$ cat config.mk
export PLATFORM = sky130hd
export DESIGN_NAME = spi_ram_wrapper
export DESIGN_NICKNAME = d
export VERILOG_FILES = /design/src/rtl/spi_ram_wrapper.sv
export SDC_FILE = /design/constraint.sdc
export NUM_CORES = 2
export LEC_CHECK = 0
export CAP_MARGIN = 20
export CELL_PAD_IN_SITES_DETAIL_PLACEMENT = 1
export CELL_PAD_IN_SITES_GLOBAL_PLACEMENT = 2
export CORE_ASPECT_RATIO = 1.25
export CORE_UTILIZATION = 51
export CTS_CLUSTER_DIAMETER = 200
export DETAILED_ROUTE_END_ITERATION = 6
export HOLD_SLACK_MARGIN = 0.08
export PLACE_DENSITY_LB_ADDON = 0.1
export SETUP_SLACK_MARGIN = 0.05
export SYNTH_ARGS = -nofsm -noshare
export SYNTH_HDL_FRONTEND = slang
export SYNTH_SLANG_ARGS = --single-unit
$ cat constraint.sdc
create_clock -name clk -period 5.2 [get_ports clk]
set_clock_uncertainty 0.15 [all_clocks]
set_input_delay 0.78 -clock clk [delete_from_list [all_inputs] [get_ports clk]]
set_output_delay 0.78 -clock clk [all_outputs]
set_load 0.05 [all_outputs]
$ cat src/rtl/spi_ram_wrapper.sv
// rtl/spi_ram_wrapper.sv - SPI slave command front end with an integrated single-port 8-bit RAM
//
// Purpose: deserialises 10-bit command words from MOSI (opcode[9:8], payload[7:0]),
// executes them against an internal RAM, and serialises read data back on MISO.
//
// Ports:
//   clk   in   system clock, all logic on the rising edge
//   rst   in   synchronous active-high reset
//   MOSI  in   serial command data, MSB first, sampled on rising clk
//   MISO  out  serial read data, registered, 0 when not shifting
//   SS_n  in   active-low slave select; high aborts the current frame
module spi_ram_wrapper #(
    parameter int MEM_DEPTH = 256,
    parameter int ADDR_SIZE = 8
) (
    input  logic clk,
    input  logic rst,
    input  logic MOSI,
    output logic MISO,
    input  logic SS_n
);

    localparam int FRAME_BITS = ADDR_SIZE + 2;
    localparam int CNT_W      = $clog2(FRAME_BITS + 1);

    typedef enum logic [2:0] {
        IDLE      = 3'd0,
        CHK_CMD   = 3'd1,
        WRITE     = 3'd2,
        READ_ADD  = 3'd3,
        READ_DATA = 3'd4
    } state_t;

    state_t                  state_q;
    logic [CNT_W-1:0]        rx_cnt_q;
    logic [3:0]              tx_cnt_q;
    logic                    tx_active_q;
    logic                    rd_addr_received_q;
    logic [FRAME_BITS-1:0]   rx_data_q;
    logic                    rx_valid_q;

    logic [7:0]              tx_data_q;
    logic                    tx_valid_q;
    logic [ADDR_SIZE-1:0]    wr_addr_q;
    logic [ADDR_SIZE-1:0]    rd_addr_q;
    logic [7:0]              mem_q [MEM_DEPTH];

    // ---------------------------------------------------------------
    // SPI slave FSM, shift-in and shift-out
    // ---------------------------------------------------------------
    always_ff @(posedge clk) begin
        if (rst) begin
            state_q            <= IDLE;
            rx_cnt_q           <= '0;
            tx_cnt_q           <= '0;
            tx_active_q        <= 1'b0;
            rd_addr_received_q <= 1'b0;
            rx_data_q          <= '0;
            rx_valid_q         <= 1'b0;
            MISO               <= 1'b0;
        end else begin
            rx_valid_q <= 1'b0;
            if (SS_n) begin
                // Deselect aborts whatever is in flight; rd_addr_received is kept.
                state_q     <= IDLE;
                rx_cnt_q    <= '0;
                tx_cnt_q    <= '0;
                tx_active_q <= 1'b0;
                MISO        <= 1'b0;
            end else begin
                case (state_q)
                    IDLE: begin
                        state_q <= CHK_CMD;
                    end
                    CHK_CMD: begin
                        rx_cnt_q <= '0;
                        if (!MOSI)
                            state_q <= WRITE;
                        else if (rd_addr_received_q)
                            state_q <= READ_DATA;
                        else
                            state_q <= READ_ADD;
                    end
                    WRITE, READ_ADD, READ_DATA: begin
                        // rx_cnt_q saturates at FRAME_BITS, so the word is taken once per frame.
                        if (rx_cnt_q != CNT_W'(FRAME_BITS)) begin
                            rx_data_q <= {rx_data_q[FRAME_BITS-2:0], MOSI};
                            rx_cnt_q  <= rx_cnt_q + 1'b1;
                            if (rx_cnt_q == CNT_W'(FRAME_BITS - 1)) begin
                                rx_valid_q <= 1'b1;
                                if (state_q == READ_ADD)
                                    rd_addr_received_q <= 1'b1;
                            end
                        end
                        if (state_q == READ_DATA) begin
                            if (tx_active_q) begin
                                if (tx_cnt_q == 4'd8) begin
                                    MISO               <= 1'b0;
                                    tx_active_q        <= 1'b0;
                                    rd_addr_received_q <= 1'b0;
                                end else begin
                                    MISO     <= tx_data_q[3'd7 - tx_cnt_q[2:0]];
                                    tx_cnt_q <= tx_cnt_q + 4'd1;
                                end
                            end else if (tx_valid_q) begin
                                MISO        <= tx_data_q[7];
                                tx_cnt_q    <= 4'd1;
                                tx_active_q <= 1'b1;
                            end
                        end
                    end
                    default: begin
                        state_q <= IDLE;
                    end
                endcase
            end
        end
    end

    // ---------------------------------------------------------------
    // RAM command decode; acts on the rx_valid cycle regardless of SS_n
    // ---------------------------------------------------------------
    always_ff @(posedge clk) begin
        if (rst) begin
            wr_addr_q  <= '0;
            rd_addr_q  <= '0;
            tx_data_q  <= '0;
            tx_valid_q <= 1'b0;
        end else begin
            tx_valid_q <= 1'b0;
            if (rx_valid_q) begin
                case (rx_data_q[FRAME_BITS-1:FRAME_BITS-2])
                    2'b00:   wr_addr_q <= rx_data_q[ADDR_SIZE-1:0];
                    2'b10:   rd_addr_q <= rx_data_q[ADDR_SIZE-1:0];
                    2'b11: begin
                        tx_data_q  <= mem_q[rd_addr_q];
                        tx_valid_q <= 1'b1;
                    end
                    default: ;
                endcase
            end
        end
    end

    // Storage array has no reset so it maps onto RAM; contents survive rst.
    always_ff @(posedge clk) begin
        if (!rst && rx_valid_q && rx_data_q[FRAME_BITS-1:FRAME_BITS-2] == 2'b01)
            mem_q[wr_addr_q] <= rx_data_q[7:0];
    end

endmodule

==> key figures <==
Floorplan
  – Die height: 450 um
  – Die ar.: 162000 um^2
  – Die Wd: 361 um
  – Initial Utilization: 0.513
  – Core area: 160000 um^2
  – Io pins: 5
  – # rows: 164

GRT
  – GRT Overall Usage: 0.278
  – Vias in the first global route: 42900
  – First-pass GRT wire length: 319000 um
  – Global route overflow: 0
  – Initial antenna violation count: 6
  – Largest net degree at the start of global routing: 192

Yosys
  – Synth Area per Inst: 20.3 um^2
  – Post-Synthesis Cells: 4038
  – Top cell type's share of synthesized area: 0.750
  – Most frequent cell after synthesis: edfxtp_1
  – Synth warn: 0
  – Netlist cell types: 69
  – Sequential share of the synthesized area: 0.762
  – Asr flop ratio synth: 0
  – Synthesized cell area: 82000 um^2
  – Most frequent cells after synthesis: edfxtp_1, mux4_2, nor2_1
  – Flops & latches, synth: 2098
  – Synth area leaders: edfxtp_1, mux4_2, mux2i_1
  – Leading area contributor after synthesis: edfxtp_1
  – Post-synth EDFFs: 2048
  – Syn_nets: 4047
  – Main synth FF type: edfxtp_1

STA
  – Max_slew headroom: 0.222
  – Final hold vios: 0
  – FMAX: 232 MHz
  – Setup_tns: 0 ns
  – Min Tclk post-route: 4.30 ns
  – Worst Hold Slack: 0.354 ns
  – RSZ-0062 raised after global routing: no
  – Final setup viols: 0
  – Period utilization: 0.828
  – Worst slew pin tran: 1.17 ns
  – Max-slew violation count: 0

CTS
  – CTS Buffer Depth: 3
  – Clock-pin slew on the worst setup and hold paths: 0.06 ns
  – Root buf cell: clkbuf_16
  – CTS sink cnt: 2098
  – CTS tree: done
  – Hold-fix buffers, CTS: 0
  – Post-CTS setup buffer count: 0
  – Post-cts resize count: 0
  – H-tree depth: 4
  – Clk_lat worst skew: 0.87 ns
  – Cts bufs inserted: 201

Pwr
  – Sw Ratio: 0.197
  – Clock share of power: 0.437
  – Psw: 6.38 mW
  – Internal power: 26.1 mW
  – VDD IR max: 0.387 mV
  – Register share of total power: 0.562
  – PD cells: 357 nW/um^2
  – Pleak: 29.5 nW
  – Logic pwr share: 0.001

Critical path
  – CP peak stage delay: 1.06 ns
  – R2R Setup Slk: 0.90 ns
  – Cell chain of the critical path: buf_12 > buf_4 > mux4_2 > nor3_1 > o21ai_0 > nand4_1 > nor4_1 > a211o_1
  – Buf+Inv Stages, Crit Path: 2
  – Crit Path Category: reg -> reg
  – Worst Reg2Reg Path Length in Cells: 8
  – Worst Setup End Kind: register
  – Req. time, crit path: 5.85 ns
  – Critical path depth in cells: 8
  – Delay-heaviest family, CP: flip-flops
  – Critical Path AT: 4.95 ns
  – Critical path peak fanout: 67
  – Worst path slowest cell: dfxtp_4
  – CP Launch Type: register

Placement
  – DP HPWL: 141000 um
  – GPL Wtd Cong: 0.842
  – IO buf count: 4
  – Inst Count DP: 6059

Route
  – Drt pass-1 iters: 5
  – Routed vias: 40800
  – Iter 0 DRT Violations: 3790
  – Routed WL per cell: 34.6 um
  – Antenna viol nets, final: 0
  – WL final: 223000 um
  – Detailed-route DRC error count: 0
  – Vias/cell: 6.33

Cells and area
  – P&R area growth vs syn: 11.1%
  – Share of post-route cells with drive strength above 1: 0.209
  – Non-Filler Instances: 6439
  – Nets: 4198

Worst hold path
  – Worst hold path stage count: 1
  – HP Class: reg -> reg

Job
  – Max cap viols: 0

Run status
  – Status: finished, final reports clean
-- cell families after synthesis --
group                      after synthesis  synth area share
DFF                                   2098             0.762
muxes                                  704             0.151
and+or+nand+nor                        589            0.0318
AOI/OAI and AO/OA                      384            0.0332
buffers and inverters                  254            0.0210
adders and majority gates                5          0.000763
xor gates and xnor gates                 4          0.000427
-- power by group through the flow --
stage               clock, mW  combinational, mW  sequential [mW]
floorplan                   0             0.0114             18.6
global placement            0             0.0316             18.6
detailed placement          0             0.0324             18.6
CTS                      14.4             0.0324             18.3
global route             14.9             0.0343             18.3
finish                   14.2             0.0317             18.3
-- metal layers --
metal,track usage,vias up,share of wire
met5,0,-,0.00013
met4,0.114,4,0.042
met3,0.0372,355,0.050
met2,0.470,1262,0.51
met1,0.365,22100,0.40
li1,-,17100,-
-- through the flow --
stage          instance area [um^2]  worst slack (ns)  total power [mW]   util
6_report                      91100             0.897              32.5  0.570
5_1_grt                       91100             0.704              33.2  0.570
4_1_cts                       91100             0.763              32.7  0.570
3_5_place_dp                  84800             0.788              18.7  0.530
3_3_place_gp                  84700             0.802              18.7  0.530
2_1_floorplan                 82000             0.743              18.6      -
-- final cells by class --
type,instances,area [um^2]
Fill cell,13500,68700
Inverter,8,35.0
Antenna cell,2,5.00
Timing Repair Buffer,194,1780
Clock inverter,132,1090
Sequential cell,2098,62500
Tap cell,2075,2600
Clock buffer,244,5200
Multi-Input combinational cell,1686,17900
-- layout by cell type (no fill, tap or decap), types with 9 or more instances in the layout --
| cell | synthesis | final |
|---|---|---|
| edfxtp_1 | 2048 | 2048 |
| mux4_2 | 402 | 402 |
| nor2_1 | 329 | 328 |
| mux2i_1 | 279 | 279 |
| clkbuf_16 | 0 | 201 |
| buf_4 | 15 | 162 |
| o22ai_1 | 89 | 89 |
| nand2_1 | 82 | 81 |
| o221ai_1 | 52 | 52 |
| clkinv_1 | 0 | 51 |
| clkinv_2 | 0 | 43 |
| clkbuf_1 | 92 | 42 |
| nand3_1 | 40 | 40 |
| a22oi_1 | 40 | 40 |
| dfxtp_1 | 50 | 38 |
| a21oi_1 | 38 | 38 |
| o21ai_0 | 35 | 35 |
| a211oi_1 | 32 | 32 |
| nor3_1 | 32 | 30 |
| buf_12 | 12 | 23 |
| nor4_1 | 21 | 21 |
| a2111oi_0 | 23 | 20 |
| nand4_1 | 19 | 19 |
| mux4_1 | 18 | 18 |
| nor2b_1 | 18 | 16 |
| a31oi_1 | 14 | 14 |
| a22o_1 | 14 | 14 |
| bufinv_16 | 0 | 14 |
| and2_1 | 13 | 12 |
| dfxtp_4 | 0 | 12 |
| inv_6 | 0 | 9 |
-- registers in the layout, indices dropped and copies added (netlist names) --
register	cells
mem_q	2048
rx_data_q	10
rd_addr_q	8
tx_data_q	8
wr_addr_q	8
rx_cnt_q	4
tx_cnt_q	4
state_q	3
MISO	1
rd_addr_received_q	1
rx_valid_q	1
tx_active_q	1
tx_valid_q	1
-- path summary, 6_finish.rpt --
path | startpoint | end
worst max-delay path | rd_addr_q[0]$_SDFFE_PP0P_ | tx_data_q[0]$_SDFFE_PP0P_
worst min-delay path | tx_data_q[1]$_SDFFE_PP0P_ | tx_data_q[1]$_SDFFE_PP0P_
worst max register to register | rd_addr_q[0]$_SDFFE_PP0P_ | tx_data_q[0]$_SDFFE_PP0P_
worst min register to register | tx_data_q[1]$_SDFFE_PP0P_ | tx_data_q[1]$_SDFFE_PP0P_
-- worst register-to-register path, stage by stage (launching register included) --
cell and delay, ns:
dfxtp_4 1.06, buf_12 0.50, buf_4 0.50, mux4_2 0.27
nor3_1 0.04, o21ai_0 0.66, nand4_1 0.27, nor4_1 0.62
a211o_1 0.17
(Power assumes the default switching activity.)
